**src/rtl/hsync_gen.sv**
```systemverilog
// Horizontal timing generator: hsync, active-pixel qualifier, pixel index,
// and an equal-width column split of the active region.
// All outputs are registered, one clock after the counter value they describe.
module hsync_gen #(
    parameter int unsigned CNT_W    = 10,
    parameter int unsigned H_TOTAL  = 525,
    parameter int unsigned H_SYNC   = 41,
    parameter int unsigned H_BP     = 2,
    parameter int unsigned H_ACTIVE = 480,
    parameter int unsigned N_COLS   = 4,
    parameter int unsigned COL_IW   = 2,
    parameter bit          SYNC_POL = 1'b0
) (
    input  logic              clk,
    input  logic              rst,
    input  logic              en,
    input  logic              line,
    output logic              hsync,
    output logic              out,
    output logic [CNT_W-1:0]  pxl,
    output logic [COL_IW-1:0] col,
    output logic [CNT_W-1:0]  col_pxl,
    output logic              sol,
    output logic              eol
);

    localparam int unsigned A0 = H_SYNC + H_BP;
    localparam int unsigned A1 = A0 + H_ACTIVE - 1;
    localparam int unsigned CW = H_ACTIVE / N_COLS;

    localparam logic [CNT_W-1:0] A0_V    = CNT_W'(A0);
    localparam logic [CNT_W-1:0] A1_V    = CNT_W'(A1);
    localparam logic [CNT_W-1:0] LAST_V  = CNT_W'(H_TOTAL - 1);
    localparam logic [CNT_W-1:0] SYNC_V  = CNT_W'(H_SYNC);
    localparam logic [CNT_W-1:0] CW_LAST = CNT_W'(CW - 1);

    // Reject timing sets that cannot be represented or split evenly.
    if (A1 > H_TOTAL - 1) begin : g_err_active
        $error("hsync_gen: active region extends past end of line");
    end
    if (H_ACTIVE % N_COLS != 0) begin : g_err_cols
        $error("hsync_gen: H_ACTIVE not divisible by N_COLS");
    end
    if (H_TOTAL > 2 ** CNT_W) begin : g_err_width
        $error("hsync_gen: H_TOTAL does not fit in CNT_W bits");
    end

    logic [CNT_W-1:0]  cnt;
    logic [CNT_W-1:0]  cnt_nxt;
    // Column tracker: describes the current cnt, valid whenever cnt is in the
    // active window, and kept running independent of line.
    logic [CNT_W-1:0]  trk_pxl;
    logic [COL_IW-1:0] trk_col;
    logic              in_act;

    // Next counter value and active-window decode for the current cnt/line.
    always_comb begin
        cnt_nxt = (cnt == LAST_V) ? '0 : cnt + CNT_W'(1);
        in_act  = line && (cnt >= A0_V) && (cnt <= A1_V);
    end

    // Counter, column tracker and registered outputs; en low freezes all.
    always_ff @(posedge clk or posedge rst) begin
        if (rst) begin
            cnt     <= '0;
            trk_pxl <= '0;
            trk_col <= '0;
            hsync   <= ~SYNC_POL;
            out     <= 1'b0;
            pxl     <= '0;
            col     <= '0;
            col_pxl <= '0;
            sol     <= 1'b0;
            eol     <= 1'b0;
        end else if (en) begin
            cnt <= cnt_nxt;
            // Realign on entry to the active window so the pair never drifts.
            if (cnt_nxt == A0_V) begin
                trk_pxl <= '0;
                trk_col <= '0;
            end else if (trk_pxl == CW_LAST) begin
                trk_pxl <= '0;
                trk_col <= trk_col + COL_IW'(1);
            end else begin
                trk_pxl <= trk_pxl + CNT_W'(1);
            end
            hsync   <= (cnt < SYNC_V) ? SYNC_POL : ~SYNC_POL;
            out     <= in_act;
            pxl     <= in_act ? cnt - A0_V : '0;
            col     <= in_act ? trk_col : '0;
            col_pxl <= in_act ? trk_pxl : '0;
            sol     <= (cnt == '0);
            eol     <= line && (cnt == A1_V);
        end
    end

endmodule

```
**config.mk**
```make
export PLATFORM = sky130hd
export DESIGN_NAME = hsync_gen
export DESIGN_NICKNAME = d
export VERILOG_FILES = /design/src/rtl/hsync_gen.sv
export SDC_FILE = /design/constraint.sdc
export NUM_CORES = 1
export LEC_CHECK = 0
export BUFFER_PORTS_ARGS = -buffer_cell sky130_fd_sc_hd__buf_2
export CORE_MARGIN = 4
export CORE_UTILIZATION = 55
export CTS_CLUSTER_DIAMETER = 40
export CTS_CLUSTER_SIZE = 20
export DETAILED_ROUTE_END_ITERATION = 7
export GPL_TIMING_DRIVEN = 0
export PLACE_DENSITY = 0.76
export SLEW_MARGIN = 40
export SYNTH_ARGS = -nofsm -noshare
export SYNTH_HDL_FRONTEND = slang
export SYNTH_SLANG_ARGS = --single-unit
```
**constraint.sdc**
```tcl
create_clock -name clk -period 5.1 [get_ports clk]
set_input_delay 1.02 -clock clk [delete_from_list [all_inputs] [get_ports clk]]
set_output_delay 1.02 -clock clk [all_outputs]
set_load 0.02 [all_outputs]
```
Yosys cells after proc, flatten, opt, wreduce, memory -nomap -nowiden
Index checks and enable logic that the tools add are counted.
- add/sub/neg operators: 4
- $mul: 0
- divide/modulo/power cells: 0
- magnitude comparators: 3
- eq/ne operators: 4
- shift-type cells: 0
- multiplexer cells: 9
- bitwise gates (word level): 0
- reduce and logical (&&, ||, !) cells: 6
- operators by type and width (operator ; number):
    $mux 10 ; 5
    $add 10x1->10 const B ; 2
    $eq 10x10->1 const B ; 2
    $eq 10x6->1 const B ; 1
    $eq 10x7->1 const B ; 1
    $ge 10x6->1 const B ; 1
    $le 10x10->1 const B ; 1
    $logic_not 10->1 ; 1
    $lt 10x6->1 const B ; 1
    $sub 10x6->10 const B ; 1
    $mux 2 ; 3
    $logic_and 1x1->1 ; 3
    $add 2x1->2 const B ; 1
    $reduce_and 2->1 ; 1
    $reduce_bool 2->1 ; 1
    $mux 1 ; 1
- register bits after elaboration: 48
- bits in latches: 0
- bits in writable memories: 0
- bits in read-only memories: 0
- word-level logic and storage cells: 36
- memories: 0

Logic depth before layout (Yosys ltp)
- depth after elaboration: 5
- depth in mapped cells: 9
- mapped depth without buffers: 7

Worst setup path before layout
No wires, ideal clock.
- kind: reg2reg
- start point: reg cnt[0]
- end point: reg trk_pxl[6]
- library setup time: 140 ps
- data arrival time: 2156 ps
- path slack: 2804 ps
- stages on the path, launching flop included: 8
- path buffers: 1
- clock period less this slack: 2296 ps
- path through: dfrtp_1 -> clkbuf_1 -> inv_1 -> ha_1 -> or3b_2 -> o311a_4 -> nor4_4 -> nor3_1
- word-level cells in the longest chain between the ends: 4
- elaborated cells on any way between the ends: 5
- classes of those cells: add/sub: 1; eq/ne: 2; mux: 2
- RTL lines (element ; line ; source):
    start: declaration ; 48 ; logic [CNT_W-1:0] cnt;
    start signal: assignment ; 76 ; cnt <= cnt_nxt;
    $add 10x1->10 / $eq 10x10->1 (equally long branches) ; 58 ; cnt_nxt = (cnt == LAST_V) ? '0 : cnt + CNT_W'(1);
    $mux 10 (*) ; 58 ;
    $eq 10x6->1 (*) ; 78 ; if (cnt_nxt == A0_V) begin
    $mux 10 (*) ; 78 ;
    end signal: assignment ; 85 ; trk_pxl <= trk_pxl + CNT_W'(1);
    end: declaration ; 52 ; logic [CNT_W-1:0] trk_pxl;
Mark *: on every way between the ends. The rest lies on a longest branch, timed or not.
A chain may end at the register's enable or synchronous reset.

Worst setup path after layout
- start point: reg cnt[0]
- end point: reg trk_col[0]
- word-level cells in the longest chain between the ends: 5
- elaborated cells on any way between the ends: 7
- classes of those cells: add/sub: 1; eq/ne: 2; mux: 2; reduce/logical: 2
- RTL lines (element ; line ; source):
    $add 10x1->10 / $eq 10x10->1 (equally long branches) ; 58 ;
    $mux 10 (*) ; 58 ;
    $eq 10x6->1 (*) ; 78 ;
    $reduce_bool 2->1 (no line) ; n/a ;
    $reduce_and 2->1 (no line) ; n/a ;
    end signal: assignment ; 83 ; trk_col <= trk_col + COL_IW'(1);
    end: declaration ; 53 ; logic [COL_IW-1:0] trk_col;
Marks and branches as above.

==> qor.yml <==
final_layout:
  antenna_cells_inserted: 0
  final_layout_size_suffix_gt1_frac: 0.198
  area_growth_pct: 14.4
  num-nets-final: 297
  layout.cells.most_common: "dfrtp_1"
  finish.instance_area_sq_um: 2940
  layoutNonFillerInstCount: 340
  layout.filler_cells: 364
  final_cell_mix: "dfrtp_1, buf_2, a22o_1"
synth:
  synth-edff-count: 0
  netlist_area_sq_um: 2570
  synth_top_cell_area_share: 0.458
  cell_taking_the_most_area_after_synthesis: "dfrtp_1"
  dominantRegCellSynth: "dfrtp_1"
  synthDistinctLibCells: 54
  post_synth_main_area_contributors: "dfrtp_1, a22o_1, xnor2_1"
  yosysSeqAreaShare: 0.469
  ys_async_sr_fraction: 1.00
  syn_nets: 260
  synthesis.area_per_instance_sq_um: 10.3
  syn_inst: 250
  postSynthRegisterBits: 48
  count_of_synthesis_stage_warnings_from_yosys: 0
global_route:
  grt.total_usage: 0.209
  grt_pass1_wl_microns: 9850
  via_count_of_the_first_global_routing_pass: 1937
  grt_overflow_total: 0
  largest_net_degree_at_the_start_of_global_routing: 29
  grt_antenna_before_repair: 0
timing:
  fin_worst_skew_ns: 0.00609
  final.period_utilization: 0.537
  setup_total_negative_slack_ns: 0
  layout_min_cycle_time_ns: 2.74
  final_critical_path_setup_slack_ns: 2.36
  setup-violations-final: 0
  rsz0062_at_grt: "no"
  hold_slack_ns: 0.508
  final_hold_viol_count: 0
  timing.final.max_slew_violations: 0
  transition_at_the_pin_with_the_smallest_max_transition_slack_ns: 0.705
  timing.slew.headroom: 0.528
  max_freq_mhz: 365
flow_run:
  drv.max_cap_violation_count: 0
placement:
  place_hpwl_microns: 4280
  gp_congestion: 0.893
  dpl_cell_area_sq_um: 2800
  io_buffer_count: 29
  pre_cts_slack_ns: 2.37
  placed_cells_incl_taps: 332
cts:
  clk_root_buffer_cell: "clkbuf_8"
  number_of_cells_upsized_or_downsized_after_cts: 0
  cts_tree: "built"
  ctsHoldBuffers: 0
  numClockSinks: 48
  cts_inserted_buffers: 5
  clk-insertion-delay-late_ns: 0.31
  postCtsSetupBuffers: 0
  maximum_count_of_clock_buffers_along_a_single_path: 2
  cts_max_level: 2
  clk_pin_slew_worst_paths_ns: 0.10
critical_path:
  cp_slowest_stage_delay_ns: 0.54
  required_ns: 5.28
  setup.worst_path.class: "reg2reg"
  critPathArrivalTime_ns: 2.91
  critPathMaxFanout: 9
  end_kind: "flip-flop"
  cp_cell_sequence: "clkbuf_1 > inv_1 > ha_1 > or3b_2 > o311a_4 > nor4_4 > nor2_1"
  worst_path_dominant_cell_family: "simple AND/OR/NAND/NOR gates"
  critical_path.startpoint_type: "flip-flop"
  critPathBufInv: 2
  critical_path.slowest_cell: "nor4_4"
floorplan:
  boundaryPins: 30
  placeableCoreArea_sq_um: 4440
  die_height_microns: 76.3
  row_count: 24
  die_extent_in_x_microns: 76.3
  die-area_sq_um: 5820
  start_util: 0.577
routing:
  route.final.wire_length_microns: 5860
  detailedRoute.firstPassIterationCount: 4
  detailedRoute.firstIterationViolations: 145
  wire_per_inst_microns: 17.2
  route.vias.total: 2052
  drt_drc_violations_left: 0
  post_drt_via_cell_ratio: 6.04
  detail-route-antenna-nets: 0
min_path:
  min-delay-path-class: "reg2reg"
power:
  p_per_area_nw_per_um2: 429
  max-vdd-ir-drop_mv: 0.230
  cellLeakagePower_nw: 1.40
status:
  outcome: "complete, no violations"
## state kept, by name (all words and copies together), names as in the netlist
name	count
trk_col	2
sol	1
cnt	10
out	1
trk_pxl	10
pxl	10
eol	1
hsync	1
col	2
col_pxl	10
## per-stage QoR
stage / util / power (W)
global placement: 0.625 / 0.000917
floorplan: - / 0.000815
global route: 0.661 / 0.00134
finish: 0.661 / 0.00126
detailed placement: 0.630 / 0.000924
CTS: 0.661 / 0.00126
## synthesized netlist by cell type (all sizes together) (7+ instances only)
| master | number |
|---|---|
| nand4 | 7 |
| nor3 | 9 |
| nand2 | 22 |
| clkbuf | 12 |
| o21ai | 14 |
| a22o | 22 |
| buf | 8 |
| xor2 | 7 |
| inv | 8 |
| dfrtp | 47 |
| nor2 | 15 |
| xnor2 | 12 |
## report_power, final
group	internal, W	switching [W]
Clock	0.000197	0.000137
Combinational	0.000167	0.000263
Sequential	0.000435	0.0000598
Total	0.000799	0.000460
## routing by layer
layer | wire length, microns | GRT usage
met4 | 63 | 0.0543
met2 | 2630 | 0.323
met1 | 2860 | 0.301
met5 | 0 | 0
met3 | 300 | 0.0414
## final timing paths
path,slack [ns],cells after the start,start,to
setup / recovery,2.36,7,cnt[0],trk_col[0]
hold / removal,0.51,2,eol,eol
setup reg to reg,2.36,7,cnt[0],trk_col[0]
hold reg to reg,0.51,2,eol,eol
max in group asynchronous,3.96,3,rst,hsync
min in group asynchronous,0.64,2,rst,col_pxl[8]
## worst register-to-register path: stages (launching register included)
cell and delay (ns):
dfrtp_1 0.41, clkbuf_1 0.22, inv_1 0.23, ha_1 0.23, or3b_2 0.49, o311a_4 0.37, nor4_4 0.54, nor2_1 0.13
## logic make-up after synthesis
family,after synthesis,synth area share
flip-flops,48,0.469
buffers and inverters,28,0.0541
AND/OR/NAND/NOR,81,0.176
multiplexers,1,0.00439
AO/OA/AOI/OAI,67,0.202
adder cells (fa/ha/maj),6,0.0293
XOR/XNOR,19,0.0648
## layout make-up
class / count / area [sq um] / area share
buffer: 20 / 109 / 0.0371
clock buffer: 5 / 68.8 / 0.0234
clock inverter: 3 / 68.8 / 0.0234
inverter: 8 / 32.5 / 0.0111
multi-input combinational: 174 / 1220 / 0.417
sequential: 48 / 1200 / 0.409
tap: 52 / 65.1 / 0.0222
timing repair buffer: 30 / 165 / 0.0562
Note: power is estimated with default switching activity, not from simulation.
